**src/rtl/riscv_mem_pkg.sv**
```systemverilog
// Shared types and constants for the unified-memory arbiter.
// Holds the return-owner enum, data/byte-enable widths and SRAM polarity.
package riscv_mem_pkg;

    localparam int BE_W   = 4;
    localparam int DWIDTH = 32;

    // SRAM control polarity (active-low chip select and write enable)
    localparam logic CSN_ON  = 1'b0;
    localparam logic CSN_OFF = 1'b1;
    localparam logic WEN_WR  = 1'b0;
    localparam logic WEN_RD  = 1'b1;

    // Which requester owns the SRAM read data arriving this cycle
    typedef enum logic [1:0] {
        NONE  = 2'd0,
        RET_I = 2'd1,
        RET_D = 2'd2
    } ret_owner_t;

    // Saturating 4-bit increment used by the starvation counter
    function automatic logic [3:0] sat_inc4(input logic [3:0] v, input logic [3:0] lim);
        logic [3:0] r;
        if (v >= lim) begin
            r = lim;
        end else begin
            r = v + 4'd1;
        end
        return r;
    endfunction

endpackage

```
**src/rtl/riscv_mem_arb_pick.sv**
```systemverilog
// Grant decision between the fetch (I) and load/store (D) requesters.
// Build option RISCV_MEM_ARB_RR_EN selects round-robin on contention;
// otherwise D has priority unless the starvation flag hands the slot to I.
module riscv_mem_arb_pick (
    input  logic I_REQ,
    input  logic D_REQ,
`ifdef RISCV_MEM_ARB_RR_EN
    input  logic LAST_WIN_D,
`else
    input  logic STARVE,
`endif
    output logic I_GNT,
    output logic D_GNT
);

    logic w_i_first;

`ifdef RISCV_MEM_ARB_RR_EN
    // D won last time, so I goes first on the next collision
    assign w_i_first = LAST_WIN_D;
`else
    // I only overtakes D once it has been starved long enough
    assign w_i_first = STARVE;
`endif

    // One-hot (or zero) grant from the two request lines
    always_comb begin
        I_GNT = 1'b0;
        D_GNT = 1'b0;
        if (I_REQ && D_REQ) begin
            if (w_i_first) begin
                I_GNT = 1'b1;
            end else begin
                D_GNT = 1'b1;
            end
        end else if (I_REQ) begin
            I_GNT = 1'b1;
        end else if (D_REQ) begin
            D_GNT = 1'b1;
        end else begin
            I_GNT = 1'b0;
            D_GNT = 1'b0;
        end
    end

endmodule

```
**src/rtl/riscv_mem_arbiter.sv**
```systemverilog
// Shares one single-port SRAM between the RISC-V fetch and load/store sides.
// Per-cycle req/gnt handshake, read data steered back one cycle later.
// Optional macro RISCV_MEM_ARB_RR_EN: round-robin instead of D priority
// with an I starvation guard.
import riscv_mem_pkg::*;

module riscv_mem_arbiter #(
    parameter int AWIDTH     = 12,
    parameter int STARVE_MAX = 4
) (
    input  logic                CLK,
    input  logic                RSTn,
    input  logic                I_REQ,
    input  logic [31:0]         I_ADDR,
    output logic                I_GNT,
    output logic                I_RVALID,
    output logic [DWIDTH-1:0]   I_RDATA,
    input  logic                D_REQ,
    input  logic                D_WEN,
    input  logic [BE_W-1:0]     D_BE,
    input  logic [31:0]         D_ADDR,
    input  logic [DWIDTH-1:0]   D_WDATA,
    output logic                D_GNT,
    output logic                D_RVALID,
    output logic [DWIDTH-1:0]   D_RDATA,
    output logic                M_CSN,
    output logic                M_WEN,
    output logic [BE_W-1:0]     M_BE,
    output logic [AWIDTH-1:0]   M_ADDR,
    output logic [DWIDTH-1:0]   M_DI,
    input  logic [DWIDTH-1:0]   M_DOUT
);

    logic       w_i_req;
    logic       w_d_req;
    logic       w_i_gnt;
    logic       w_d_gnt;
    ret_owner_t r_ret_owner;
    ret_owner_t w_ret_nxt;
    logic       w_unused_addr;

    // Requests are masked while reset is asserted so nothing reaches the SRAM
    assign w_i_req = I_REQ & RSTn;
    assign w_d_req = D_REQ & RSTn;

    // Byte-offset bits and bits above the SRAM depth are deliberately ignored
    assign w_unused_addr = ^{I_ADDR[31:AWIDTH+2], I_ADDR[1:0],
                             D_ADDR[31:AWIDTH+2], D_ADDR[1:0]};

`ifdef RISCV_MEM_ARB_RR_EN
    logic r_last_win_d;

    // Remember who won the most recent granted access (reset: I)
    always_ff @(posedge CLK) begin
        if (!RSTn) begin
            r_last_win_d <= 1'b0;
        end else if (w_d_gnt) begin
            r_last_win_d <= 1'b1;
        end else if (w_i_gnt) begin
            r_last_win_d <= 1'b0;
        end else begin
            r_last_win_d <= r_last_win_d;
        end
    end

    riscv_mem_arb_pick u_pick (
        .I_REQ      (w_i_req),
        .D_REQ      (w_d_req),
        .LAST_WIN_D (r_last_win_d),
        .I_GNT      (w_i_gnt),
        .D_GNT      (w_d_gnt)
    );
`else
    localparam logic [3:0] STARVE_LIM = 4'(STARVE_MAX);

    logic [3:0] r_starve_cnt;
    logic       w_starve;

    assign w_starve = (r_starve_cnt == STARVE_LIM);

    // Count consecutive cycles I asked and was refused; clear once served or idle
    always_ff @(posedge CLK) begin
        if (!RSTn) begin
            r_starve_cnt <= 4'd0;
        end else if (I_REQ && !w_i_gnt) begin
            r_starve_cnt <= sat_inc4(r_starve_cnt, STARVE_LIM);
        end else begin
            r_starve_cnt <= 4'd0;
        end
    end

    riscv_mem_arb_pick u_pick (
        .I_REQ  (w_i_req),
        .D_REQ  (w_d_req),
        .STARVE (w_starve),
        .I_GNT  (w_i_gnt),
        .D_GNT  (w_d_gnt)
    );
`endif

    assign I_GNT = w_i_gnt;
    assign D_GNT = w_d_gnt;

    // Drive the SRAM port from whichever side won; park it idle otherwise
    always_comb begin
        M_CSN  = CSN_OFF;
        M_WEN  = WEN_RD;
        M_BE   = {BE_W{1'b0}};
        M_ADDR = {AWIDTH{1'b0}};
        M_DI   = {DWIDTH{1'b0}};
        if (w_i_gnt) begin
            M_CSN  = CSN_ON;
            M_WEN  = WEN_RD;
            M_ADDR = I_ADDR[AWIDTH+1:2];
        end else if (w_d_gnt) begin
            M_CSN  = CSN_ON;
            M_WEN  = D_WEN;
            M_BE   = D_BE;
            M_ADDR = D_ADDR[AWIDTH+1:2];
            M_DI   = D_WDATA;
        end else begin
            M_CSN  = CSN_OFF;
            M_WEN  = WEN_RD;
        end
    end

    // Next return owner: reads claim next cycle's SRAM output, writes do not
    always_comb begin
        w_ret_nxt = NONE;
        if (w_i_gnt) begin
            w_ret_nxt = RET_I;
        end else if (w_d_gnt && (D_WEN == WEN_RD)) begin
            w_ret_nxt = RET_D;
        end else begin
            w_ret_nxt = NONE;
        end
    end

    // Return owner register; reset drops any in-flight read
    always_ff @(posedge CLK) begin
        if (!RSTn) begin
            r_ret_owner <= NONE;
        end else begin
            r_ret_owner <= w_ret_nxt;
        end
    end

    // Steer SRAM read data to its owner; data is zero when not valid
    always_comb begin
        I_RVALID = 1'b0;
        I_RDATA  = {DWIDTH{1'b0}};
        D_RVALID = 1'b0;
        D_RDATA  = {DWIDTH{1'b0}};
        case (r_ret_owner)
            RET_I: begin
                I_RVALID = 1'b1;
                I_RDATA  = M_DOUT;
            end
            RET_D: begin
                D_RVALID = 1'b1;
                D_RDATA  = M_DOUT;
            end
            default: begin
                I_RVALID = 1'b0;
                D_RVALID = 1'b0;
            end
        endcase
    end

endmodule

```
**config.mk**
```make
export PLATFORM = sky130hd
export DESIGN_NAME = riscv_mem_arbiter
export DESIGN_NICKNAME = d
export VERILOG_FILES = /design/src/rtl/riscv_mem_pkg.sv /design/src/rtl/riscv_mem_arb_pick.sv /design/src/rtl/riscv_mem_arbiter.sv
export SDC_FILE = /design/constraint.sdc
export NUM_CORES = 1
export LEC_CHECK = 0
export CORE_AREA = 2 2 100 102
export CTS_BUF_LIST = sky130_fd_sc_hd__clkbuf_4
export CTS_CLUSTER_DIAMETER = 40
export DETAILED_ROUTE_END_ITERATION = 6
export DIE_AREA = 0 0 102 104
export HOLD_SLACK_MARGIN = 0.15
export PLACE_DENSITY = 0.55
export SKIP_CTS_REPAIR_TIMING = 1
export SLEW_MARGIN = 20
export SYNTH_ARGS = -nofsm -noshare
export SYNTH_HDL_FRONTEND = slang
export SYNTH_SLANG_ARGS = --single-unit
export TNS_END_PERCENT = 100
```
**constraint.sdc**
```tcl
create_clock -name CLK -period 2.52 [get_ports CLK]
set_clock_uncertainty 0.15 [all_clocks]
set_input_delay 0.252 -clock CLK [delete_from_list [all_inputs] [get_ports CLK]]
set_output_delay 0.252 -clock CLK [all_outputs]
set_load 0.005 [all_outputs]
```
==> results of run 1 <==
==> worst max path at each step <==
stage                          from        end  slack (ns)  cells after the start
floorplan           r_starve_cnt[0]  M_ADDR[0]        0.89                      5
global placement               RSTn    M_BE[3]        0.11                      6
CTS                 r_starve_cnt[0]  M_ADDR[2]        0.03                      7
global route                   RSTn   M_DI[19]        0.02                      6
finish                         RSTn   M_DI[19]        0.12                      6
detailed placement             RSTn    M_DI[6]        0.10                      6
==> area by class of cell <==
cell class | instances | share of cell area [%]
Timing Repair Buffer | 219 | 64.4
Multi-Input combinational cell | 133 | 26.2
Tap cell | 133 | 4.86
Sequential cell | 6 | 3.51
Clock buffer | 3 | 0.658
Inverter | 3 | 0.329
==> report_power, final <==
part / switching, mW / total (mW) / internal [mW]
registers: 0.00254 / 0.101 / 0.0984
logic: 0.105 / 0.387 / 0.282
clock network: 0.0345 / 0.0884 / 0.0539
==> through the flow <==
step	setup WS [ns]	utilization, %	total power [mW]	cells
finish	0.119	35.8	0.576	497
global route	0.0160	35.8	0.617	497
CTS	0.0269	35.7	0.585	497
detailed placement	0.101	35.5	0.494	494
global placement	0.107	35.5	0.492	494
floorplan	0.888	-	0.196	154
==> cell usage after synthesis <==
master	count	share of area (%)
nand2_1	3	1.0
a21oi_2	1	0.79
dfxtp_1	6	11
nor4b_1	1	0.79
nand2b_1	1	0.57
clkbuf_1	6	2.0
and2_1	101	57
o21ai_0	2	0.90
conb_1	1	0.34
nor2b_1	2	1.1
a21oi_1	2	0.90
buf_6	6	6.1
nand2_2	1	0.57
a41oi_4	1	2.5
ha_1	2	2.3
inv_1	3	1.0
nand3_1	1	0.45
a22o_1	12	9.5
nand3b_1	1	0.68
nor4_1	1	0.57
==> per-layer routing <==
metal,up-vias,share of wire (%)
li1,909,-
met1,776,32
met2,156,49
met3,8,17
met4,0,1.9
met5,-,0
==> worst max-delay path, stage by stage <==
cell             delay [ns]
clkdlybuf4s50_1        0.53
nand2_2                0.10
a41oi_4                0.20
buf_12                 0.22
and2_1                 0.17
clkdlybuf4s50_1        0.51
==> registers in the layout (all words and copies together) (netlist names) <==
| name | flops |
|---|---|
| r_ret_owner | 2 |
| r_starve_cnt | 4 |
==> logic make-up (layout without fill, tap and decap cells) <==
| family | count (synthesis) | in the layout | synth area share [%] |
|---|---|---|---|
| other | 1 | 1 | 0.339 |
| buffers and inverters | 15 | 225 | 9.15 |
| AOI/OAI and AO/OA | 18 | 18 | 14.6 |
| and+or+nand+nor | 112 | 112 | 62.8 |
| adders and majority gates | 2 | 2 | 2.26 |
| DFF | 6 | 6 | 10.8 |
==> impl_metrics.py, run 1 <==
metrics = {
    "synth": {
        "synth_area_per_cell_um2": 7.19,
        "syn_inst": 154,
        "yosysUniqueCellTypes": 20,
        "synthesis.area_um2": 1110,
        "yosysWarnings": 0,
        "synth_nets": 293,
        "synth_seq_area_share_pct": 10.8,
        "ys_ff_latch": 6,
    },
    "hold_path": {
        "holdPathStages": 1,
        "holdCritPathClass": "flop to flop",
        "min_from": "r_starve_cnt[3]",
        "whs_endpoint": "r_starve_cnt[1]",
    },
    "detailed_routing": {
        "antenna_left": 0,
        "wl_um": 5930,
        "num_vias": 1849,
        "drt-pass1-iter-count": 4,
        "vias_per_cell": 3.72,
        "routedWlPerCell_um": 11.9,
        "drt_iter0_drc": 59,
        "drc_errors": 0,
    },
    "placed_design": {
        "placed_cell_area_um2": 3390,
        "portBuffers": 214,
        "hpwlAfterDp_um": 5130,
        "place_congestion": 0.707,
    },
    "global_route": {
        "grt_usage_pct": 9.80,
        "grtUsageMet1_pct": 9.05,
        "grt_max_degree": 52,
        "antenna_found_initial": 0,
        "first_global_vias": 1834,
        "top_usage_layer": "met2",
        "globalRouteOverflowTotal": 0,
        "use_met2_pct": 19.0,
        "grt_use_met3_pct": 4.17,
        "grt_pass1_wl_um": 8480,
    },
    "die": {
        "die-height_um": 104,
        "rows": 36,
        "core_um2": 9550,
        "die_area_um2": 10600,
        "fp.dieW_um": 102,
        "io_pins": 255,
        "start_util_pct": 11.6,
    },
    "finish": {
        "multi_input_area_um2": 898,
        "layout.cells.most_common": "clkdlybuf4s50_1",
        "n_fill_cell": 1032,
        "final_area_um2": 3420,
        "areaGrowthSynthToFinish_pct": 209,
        "final-seq-area_um2": 120,
        "mostFrequentLayoutCells": "clkdlybuf4s50_1 (214), and2_1 (101), a22o_1 (12), dfxtp_1 (6)",
        "nNetsFinal": 505,
        "drive_gt1_share_pct": 3.30,
        "antenna_cells": 0,
    },
    "clock_tree": {
        "cts_buffers": 3,
        "root_buffer": "clkbuf_4",
        "cts_num_sinks": 6,
        "clock_latency_ns": 0.24,
        "clockBufferDepth": 2,
        "cts_max_level": 1,
        "path_clk_slew_ns": 0.05,
        "cts_tree": "done",
    },
    "power_and_ir_drop": {
        "leakage_nw": 1.28,
        "power.density_nw_per_um2": 168,
        "max-vdd-ir-drop_mv": 0.0764,
    },
    "sta": {
        "max_freq_mhz": 417,
        "rsz0062_at_grt": "no",
        "fin_tns_setup_ns": 0,
        "finalHoldViolations": 0,
        "drv_slew": 0,
        "timing.final.setup_violations": 0,
        "worst_hold_slack_ns": 0.334,
        "period_needed_ns": 2.40,
        "timing.final.crit_share_pct": 95.3,
    },
    "critical_path": {
        "arrival_ns": 2.00,
        "crit_type": "primary input to primary output",
        "reg2reg_from": "r_starve_cnt[0]",
        "cp_data_required_time_ns": 2.12,
        "r2r_slack_ns": 1.10,
        "reg2regPathDepth": 5,
        "timing.rr.end": "r_ret_owner[1]",
        "path_max_fanout": 51,
        "endpoint_kind": "primary output",
        "worstSetupStartpointType": "primary input",
    },
    "outcome": {
        "status": "completed",
    },
    "job": {
        "drv_cap": 0,
    },
}
No activity file was read; power rests on OpenSTA's default activity.
==> run 2, diff against run 1 <==
--- a/config.mk
+++ b/config.mk
@@ -5,16 +5,18 @@
 export SDC_FILE = /design/constraint.sdc
 export NUM_CORES = 1
 export LEC_CHECK = 0
-export CORE_AREA = 2 2 100 102
+export CAP_MARGIN = 20
+export CORE_AREA = 2 2 99 101
 export CTS_BUF_LIST = sky130_fd_sc_hd__clkbuf_4
 export CTS_CLUSTER_DIAMETER = 40
 export DETAILED_ROUTE_END_ITERATION = 6
-export DIE_AREA = 0 0 102 104
+export DIE_AREA = 0 0 101 103
 export HOLD_SLACK_MARGIN = 0.15
-export PLACE_DENSITY = 0.55
+export PLACE_DENSITY = 0.56
 export SKIP_CTS_REPAIR_TIMING = 1
 export SLEW_MARGIN = 20
 export SYNTH_ARGS = -nofsm -noshare
 export SYNTH_HDL_FRONTEND = slang
+export SYNTH_HIERARCHICAL = 1
 export SYNTH_SLANG_ARGS = --single-unit
 export TNS_END_PERCENT = 100
==> impl_metrics.py, run 2 <==
metrics = {
    "outcome": {
        "status": "complete, but fails checks",
        "violations": "negative setup slack",
    },
    "critical_path": {
        "path_common_cell": "buf_4",
        "worstSetupStartpointType": "flop",
        "arrival_ns": 2.19,
        "cp_data_required_time_ns": 2.12,
        "cp-startpoint": "r_starve_cnt[0]",
        "timing.rr.end": "r_starve_cnt[1]",
        "worst-path-stages": 12,
        "cp_top_family": "buffers and inverters",
        "cp_slowest_cell": "dfxtp_2",
        "r2r_slack_ns": 0.58,
        "reg2reg_from": "r_starve_cnt[0]",
        "endpoint": "M_ADDR[9]",
        "reg2regPathDepth": 9,
        "endpoint_kind": "primary output",
        "crit_chain": "inv_1 > ha_1 > and3b_1 > inv_1 > a21boi_4 > nor2b_4 > buf_4 > buf_6 > buf_4 > buf_4 > a22o_1 > dlymetal6s2s_1",
        "critPathMaxStageDelay_ns": 0.32,
        "crit_type": "flop to primary output",
        "path_max_fanout": 7,
        "cp.buffers_inverters": 7,
    },
    "finish": {
        "drive_gt1_share_pct": 6.22,
        "mostFrequentLayoutCells": "clkdlybuf4s50_1 (203), and2_1 (102), a22o_1 (12), dlymetal6s2s_1 (11), buf_4 (7)",
        "largest_register": "r_starve_cnt",
        "layout.cells.most_common": "clkdlybuf4s50_1",
        "multi_input_area_um2": 905,
        "final-seq-area_um2": 121,
        "n_fill_cell": 1001,
        "areaGrowthSynthToFinish_pct": 224,
        "top_regs": "r_starve_cnt (4), r_ret_owner (2)",
        "final_area_um2": 3470,
        "largest_reg_flops": 4,
        "nNetsFinal": 511,
        "antenna_cells": 0,
    },
    "die": {
        "fp.dieW_um": 101,
        "rows": 36,
        "core_um2": 9460,
        "io_pins": 255,
        "start_util_pct": 11.3,
        "die-height_um": 103,
        "die_area_um2": 10400,
    },
    "sta": {
        "timing.final.crit_share_pct": 103,
        "max_freq_mhz": 386,
        "drv_slew": 0,
        "period_needed_ns": 2.59,
        "setup_ws_ns": -0.0716,
        "rsz0062_at_grt": "yes",
        "finalHoldViolations": 0,
        "timing.final.setup_violations": 42,
    },
    "detailed_routing": {
        "drt_iter0_drc": 12,
        "top_layer": "met4",
        "vias_per_cell": 3.83,
        "wl_met2_um": 3160,
        "antenna_left": 0,
        "wl_met1_um": 1920,
        "wl_um": 6030,
        "drt-pass1-iter-count": 3,
        "routedWlPerCell_um": 12.5,
        "num_vias": 1853,
        "drc_errors": 0,
        "wl_met3_um": 868,
    },
    "global_route": {
        "globalRouteOverflowTotal": 0,
        "antenna_found_initial": 0,
        "grt_usage_pct": 9.97,
        "grt_max_degree": 34,
        "first_global_vias": 1691,
        "grt_pass1_wl_um": 8160,
    },
    "synth": {
        "ys_async_sr_fraction_pct": 0,
        "ys_ff_latch": 6,
        "yosys.area.top_type": "and2_1",
        "synth_seq_area_share_pct": 11.2,
        "syn_inst": 153,
        "synth_edf_count": 0,
        "yosysWarnings": 6,
        "ys_top_cells_by_area": "and2_1 (60%), dfxtp_1 (11%), a22o_1 (9.8%)",
        "synthFlopType": "dfxtp_1",
        "synthesis.area_um2": 1070,
        "yosysMostFrequentCell": "and2_1",
        "synth_common_cells": "and2_1 (103), a22o_1 (12), dfxtp_1 (6)",
        "synth_top_area_share_pct": 60.2,
        "yosysUniqueCellTypes": 21,
        "synth_area_per_cell_um2": 7.00,
        "synth_nets": 292,
    },
    "power_and_ir_drop": {
        "max-vdd-ir-drop_mv": 0.0841,
        "p_sw_mw": 0.136,
        "power.density_nw_per_um2": 162,
        "cellInternalPower_mw": 0.429,
        "power_frac_comb_pct": 66.9,
        "p_clk_share_pct": 15.1,
        "leakage_nw": 1.49,
        "seqPwrFrac_pct": 18.0,
        "swShare_pct": 24.0,
    },
    "clock_tree": {
        "clock_latency_ns": 0.24,
        "cts_buffers": 3,
        "root_buffer": "clkbuf_4",
        "cts_max_level": 1,
        "cts_num_sinks": 6,
        "clockBufferDepth": 2,
        "path_clk_slew_ns": 0.04,
        "cts_tree": "done",
    },
    "hold_path": {
        "holdCritPathClass": "flop to flop",
        "min_from": "r_starve_cnt[0]",
    },
    "placed_design": {
        "hpwlAfterDp_um": 5300,
        "post-place-ws_ns": -0.117,
        "placed_cell_area_um2": 3350,
        "place_congestion": 0.756,
        "portBuffers": 214,
    },
    "job": {
        "drv_cap": 0,
    },
}
## run 2: final cells by class
| type | instances | area share [%] |
|---|---|---|
| sequential | 6 | 3.49 |
| timing repair buffer | 226 | 65.4 |
| inverter | 3 | 0.324 |
| clock buffer | 3 | 0.648 |
| multi-input combinational | 132 | 26.0 |
| tap | 114 | 4.11 |
## run 2: layer usage
layer | vias to the layer above | track usage, %
met5 | - | 0
met4 | 0 | 3.43
met2 | 148 | 20.1
met1 | 780 | 9.18
met3 | 6 | 3.59
li1 | 919 | -
## run 2: metrics by stage
| stage | setup TNS [ns] | cells | hold WS (ns) | power, mW | utilization, % |
|---|---|---|---|---|---|
| 2_1_floorplan | 0 | 153 | 0.229 | 0.185 | - |
| 3_3_place_gp | -3.65 | 476 | 0.300 | 0.472 | 35.4 |
| 3_5_place_dp | -3.88 | 476 | 0.317 | 0.475 | 35.4 |
| 4_1_cts | -7.02 | 479 | 0.323 | 0.562 | 35.7 |
| 5_1_grt | -7.22 | 484 | 0.289 | 0.608 | 36.7 |
| 6_report | -1.34 | 484 | 0.278 | 0.564 | 36.7 |
## run 2: cells by family after synthesis
logic type	synth area share (%)
AO/OA/AOI/OAI	11.2
adder cells (fa/ha/maj)	2.34
other	0.350
flip-flops	11.2
AND/OR/NAND/NOR	68.5
buffers and inverters	6.42
## run 2: worst min path at each step
| stage | end | slack [ns] | cells past startpoint |
|---|---|---|---|
| 6_report | r_starve_cnt[0] | 0.28 | 1 |
| 4_1_cts | r_starve_cnt[0] | 0.32 | 1 |
| 5_1_grt | r_starve_cnt[0] | 0.29 | 1 |
| 2_1_floorplan | r_ret_owner[0] | 0.23 | 1 |
| 3_3_place_gp | r_starve_cnt[0] | 0.30 | 1 |
| 3_5_place_dp | r_starve_cnt[0] | 0.32 | 1 |
## run 2: power groups by stage
stage          combinational [mW]  sequential (mW)  clock (mW)
6_report                    0.377            0.102      0.0854
3_5_place_dp                0.372            0.103           0
4_1_cts                     0.373            0.101      0.0873
2_1_floorplan              0.0830            0.102           0
3_3_place_gp                0.369            0.103           0
5_1_grt                     0.409            0.102      0.0974
==> RTL edit 1: new RTL, config.mk and constraints of run 2 <==
Encoding of `ret_owner_t`: now one-hot (3 bits for 3 values).
--- a/src/rtl/riscv_mem_pkg.sv
+++ b/src/rtl/riscv_mem_pkg.sv
@@ -12,10 +12,10 @@
     localparam logic WEN_RD  = 1'b1;
 
     // Which requester owns the SRAM read data arriving this cycle
-    typedef enum logic [1:0] {
-        NONE  = 2'd0,
-        RET_I = 2'd1,
-        RET_D = 2'd2
+    typedef enum logic [2:0] {
+        NONE  = 3'b001,
+        RET_I = 3'b010,
+        RET_D = 3'b100
     } ret_owner_t;
 
     // Saturating 4-bit increment used by the starvation counter
Function: same outputs for any inputs over 10 cycles, from zero or initial values and one cycle with RSTn low; not proved beyond that.
==> RTL edit 1 against run 2 <==
  * Sequential cell count grew 1
  * Count of clock-buffer cells in the layout grew 1
  * Power grew 0.83%
  * Via count grew 1.9%
  * Die area is the same
  * Setup slack gained 0.15 ns
  * Synthesized area grew 9.8%
  * Register-to-register slack gained 0.27 ns
  * Sequential share of layout area grew 0.32 points
  * Sequential power grew 18%
  * Routed wire length grew 4.8%
  * Design area grew 6.8%
  * Largest cell class unchanged
  * Largest power group unchanged
==> RTL edit 1: results (changes against run 2) <==
Run status
  – Run status: completed

Placement
  – Dpl hpwl: 5087 µm (-4.1%)
  – Port bufs: 214 (unchanged)
  – Worst setup timing slack at the placement stage: -0.1653 ns (-0.04821 ns)
  – Area post-placement: 0.003422 mm² (+2.1%)
  – Routability congestion estimate from global placement: 0.7231 (-4.4%)

Cells and area
  – Final net count: 519 (+1.6%)
  – Final-layout fill cell count: 969 (-3.2%)
  – Fraction of final layout cells sized beyond drive strength 1: 0.09763 (+0.03546)
  – Leading registers by flop count: r_starve_cnt: 4 flops, r_ret_owner: 3 flops
  – ANT cells: 0 (unchanged)

Logic synthesis
  – Xor and xnor fraction of the mapped netlist area: 0 (unchanged)
  – Synthesized-area fraction occupied by adder cells: 0.02128 (-0.002088)
  – Synthesized net count: 297 (+1.7%)
  – Cell type with the highest aggregate area in the netlist: sky130_fd_sc_hd__and2_1
  – Cells taking the most area after synthesis: sky130_fd_sc_hd__and2_1 (52%), sky130_fd_sc_hd__dfxtp_1 (12%), sky130_fd_sc_hd__a22o_1 (8.9%)
  – Sequential area share after synthesis: 0.1191 (+0.006999)
  – Top cell types by occurrence after synthesis: sky130_fd_sc_hd__and2_1 (97), sky130_fd_sc_hd__a22o_1 (12), sky130_fd_sc_hd__buf_6 (7), sky130_fd_sc_hd__dfxtp_1 (7), sky130_fd_sc_hd__and2_2 (6)
  – Count of different cell masters after synthesis: 23 (+9.5%)
  – Commonest register cell after synthesis: sky130_fd_sc_hd__dfxtp_1
  – Area fraction in compound gates after synthesis: 0.1085 (-0.003639)
  – Ys async rst share: 0 (unchanged)

Routing
  – Via count normalized by instance count: 3.830 (about the same)
  – Number of iterations in the first detailed-routing pass: 2 (-1)
  – DRC marker count from the first detailed-route iteration: 23 (+11)
  – Total wirelength of the detailed-routed design: 6321 µm (+4.8%)

Pwr
  – Peak VDD IR: 0.1011 mV (+20%)
  – Cell leakage power: 0.002153 µW (+45%)

Global route
  – Wire length of the first global-routing pass: 7941 µm (-2.7%)
  – Total GRT Usage: 0.09536 (-0.004372)
  – Antenna violations before repair: 0 (unchanged)
  – Largest net degree at the start of global routing: 49 (+44%)
  – Vias in the first global route: 1,704 (+0.77%)

Setup path
  – Arrival time worst endpoint: 2.03 ns (-0.16 ns)
  – Critical Path Fanout Max: 12 (+5)
  – Worst-case register-to-register setup slack: 0.85 ns (+0.27 ns)
  – Cell type of the slowest stage on the worst timing path: sky130_fd_sc_hd__dfxtp_2
  – Slowest Stage Delay on Critical Path: 0.32 ns (about the same)
  – Critical path's top delay family: buffers and inverters

Timing
  – Post-layout min period: 2.437 ns (-0.1548 ns)
  – Final Setup Violations: 0 (-100%)
  – Worst slack on hold paths: 0.2772 ns (-0.001281 ns)

Clocking
  – H-tree Lvls: 1 (unchanged)

Die
  – Horiz. Die Dim: 101 µm (unchanged)
[RTL edit 1: through the flow]
stage               total power [µW]  instances    util
detailed placement             447.3        481  0.3618
finish                         569.0        493  0.3923
global route                   611.8        493  0.3923
global placement               444.4        481  0.3618
CTS                            561.4        485  0.3649
floorplan                      192.0        158       -
[RTL edit 1: cell families after synthesis]
family / Yosys count
flops: 7
fa+ha+maj: 2
simple gates: 117
compound gates: 15
other cells: 1
buf+inv: 16
[RTL edit 1: path summary, 6_finish.rpt]
check	start	end	cells past startpoint
setup / recovery	r_starve_cnt[0]	M_ADDR[1]	12
hold / removal	r_starve_cnt[0]	r_starve_cnt[0]	1
setup reg to reg	r_starve_cnt[0]	r_starve_cnt[1]	9
hold reg to reg	r_starve_cnt[0]	r_starve_cnt[0]	1
[RTL edit 1: layout make-up]
| type | count | share of cell area |
|---|---|---|
| Sequential cell | 7 | 0.03810 |
| Multi-Input combinational cell | 135 | 0.2529 |
| Inverter | 3 | 0.003034 |
| Clock buffer | 4 | 0.008092 |
| Timing Repair Buffer | 230 | 0.6595 |
| Tap cell | 114 | 0.03844 |
[RTL edit 1: power by group]
part / switching [µW] / internal [µW]
logic: 89.8 / 250
clock network: 37.7 / 70.9
registers: 4.72 / 115
[RTL edit 1: worst register-to-register path: cells and delay by family, from the launching register on]
| family | cells | cell delay, ns |
|---|---|---|
| and+or+nand+nor | 4 | 0.60 |
| adders and majority gates | 1 | 0.18 |
| buffers and inverters | 3 | 0.25 |
| DFF | 1 | 0.34 |
| AOI/OAI and AO/OA | 1 | 0.06 |
[RTL edit 1: routing by layer]
layer	vias to the layer above	share of wire	track usage
li1	938	-	-
met5	-	0	0
met1	814	0.32	0.09341
met2	134	0.55	0.1918
met4	0	0.0030	0.01559
met3	2	0.13	0.03661
==> RTL edit 2: new RTL, settings of run 2 <==
Without the edit above. The option `RISCV_MEM_ARB_RR_EN` is turned on by a define.
--- a/src/rtl/riscv_mem_arb_pick.sv
+++ b/src/rtl/riscv_mem_arb_pick.sv
@@ -1,6 +1,8 @@
 // Grant decision between the fetch (I) and load/store (D) requesters.
 // Build option RISCV_MEM_ARB_RR_EN selects round-robin on contention;
 // otherwise D has priority unless the starvation flag hands the slot to I.
+`define RISCV_MEM_ARB_RR_EN
+
 module riscv_mem_arb_pick (
     input  logic I_REQ,
     input  logic D_REQ,
Function: changed (Yosys sat finds a counterexample within 4 cycles, from zero or initial values and one cycle with RSTn low).
==> RTL edit 2 against run 2 <==
  * Sequential cell count decreased by 3
  * Design area down 2.2%
  * Routed wire length is 8.9% lower
  * Setup slack gained 0.091 ns
  * Synthesized area fell by 11%
  * Hold slack got worse by 0.024 ns
  * Utilization is 0.82 points lower
  * Power shrank 9.5%
==> RTL edit 2: results (changes against run 2) <==
Run status
  – Run status: completed

Placement
  – Number of cells in the design after placement: 464 (-2.5%)
  – Area post-placement: 0.003239 mm² (-3.3%)
  – Routability congestion estimate from global placement: 0.7024 (-7.1%)
  – Worst setup timing slack at the placement stage: -0.03749 ns (+0.07964 ns)

Setup path
  – Slowest Stage Delay on Critical Path: 0.49 ns (+0.17 ns)
  – Worst-case register-to-register setup slack: 1.15 ns (+0.57 ns)
  – R2r startpoint: r_last_win_d
  – Reg2reg path depth: 6 (-3)
  – Arrival time worst endpoint: 2.10 ns (-0.09 ns)
  – Critical Path Fanout Max: 26 (+19)
  – Terminus of the critical flop-to-flop path: r_ret_owner[1]

Pwr
  – Switching portion of total power: 0.2391 (-0.001165)
  – Combinational gate power: 365 µW (-3%)
  – Power in the clock group: 94.1 µW (+10%)
  – Cell leakage power: 0.001866 µW (+25%)
  – PnR Total Power: 510.9 µW (-9.5%)

Routing
  – Number of iterations in the first detailed-routing pass: 2 (-1)
  – Total wirelength of the detailed-routed design: 5498 µm (-8.9%)
  – Routed vias: 1,751 (-5.5%)
  – DRC marker count from the first detailed-route iteration: 16 (+4)
  – Detailed route wirelength on metal2: 2830 µm (-10%)
  – Detailed-routed wire length on met3: 859 µm (-1.0%)

Min path
  – Cells on Worst Hold Path: 3 (+2)
  – Start point of the worst min-delay path: RSTn
  – Endpoint with the worst hold slack: r_last_win_d

Cells and area
  – Leading registers by flop count: r_ret_owner: 2 flops, r_last_win_d: 1 flops
  – Final cell count without fillers: 469 (-3.1%)
  – Fraction of final layout cells sized beyond drive strength 1: 0.05070 (-0.01146)
  – Share of cell area taken by multi-input logic gates: 0.2479 (-0.01247)
  – Final net count: 493 (-3.5%)
  – Sequential share of cell area: 0.01768 (-0.01725)
  – Buffer count excluding the clock tree in the final layout: 222 (-1.8%)
  – Final-layout fill cell count: 992 (-0.90%)
  – Relative area of clock buffers and inverters in the final design: 0.008840 (+0.002358)
  – Final-layout clock buffer total: 4 (+1)
  – Number of sequential cells in the layout: 3 (-3)
  – Count of multi-input gates: 125 (-5.3%)

Global route
  – Met3 track demand over resource: 0.03322 (-0.002712)
  – Wire length of the first global-routing pass: 7762 µm (-4.9%)
  – Met2 usage: 0.1867 (-0.01436)
  – Vias in the first global route: 1,681 (-0.59%)

Timing
  – Worst slack on hold paths: 0.2548 ns (-0.02361 ns)

Logic synthesis
  – Cells taking the most area after synthesis: sky130_fd_sc_hd__and2_1 (67%), sky130_fd_sc_hd__a22o_1 (11%), sky130_fd_sc_hd__dfxtp_1 (6.3%)
  – Synthesized net count: 278 (-4.8%)
  – Top cell types by occurrence after synthesis: sky130_fd_sc_hd__and2_1 (103), sky130_fd_sc_hd__a22o_1 (12), sky130_fd_sc_hd__clkbuf_1 (4)
RTL edit 2: cell count changes in the layout (fill, tap and decap cells not counted), sizes merged, moves of 2 or more:
cell	change
buf	-4
clkdlybuf4s50	-26
dfxtp	-3
dlymetal6s2s	+26
ha	-2
inv	-2
RTL edit 2: cell families (layout without fill, tap and decap cells):
group | count (synthesis) | after routing | synth area share
AO/OA/AOI/OAI | 15 | 15 | 0.1333
buffers and inverters | 13 | 227 | 0.07449
flip-flops | 3 | 3 | 0.06275
AND/OR/NAND/NOR | 110 | 110 | 0.7294
RTL edit 2: worst max-delay path by stage:
stage | start | end | slack (ns) | cells after the start
4_1_cts | RSTn | M_DI[8] | -0.06 | 7
5_1_grt | I_REQ | M_ADDR[2] | -0.07 | 8
6_report | I_REQ | M_ADDR[2] | 0.02 | 8
2_1_floorplan | D_REQ | M_ADDR[10] | 0.80 | 4
3_5_place_dp | RSTn | M_DI[8] | -0.04 | 7
3_3_place_gp | RSTn | M_DI[6] | -0.05 | 7
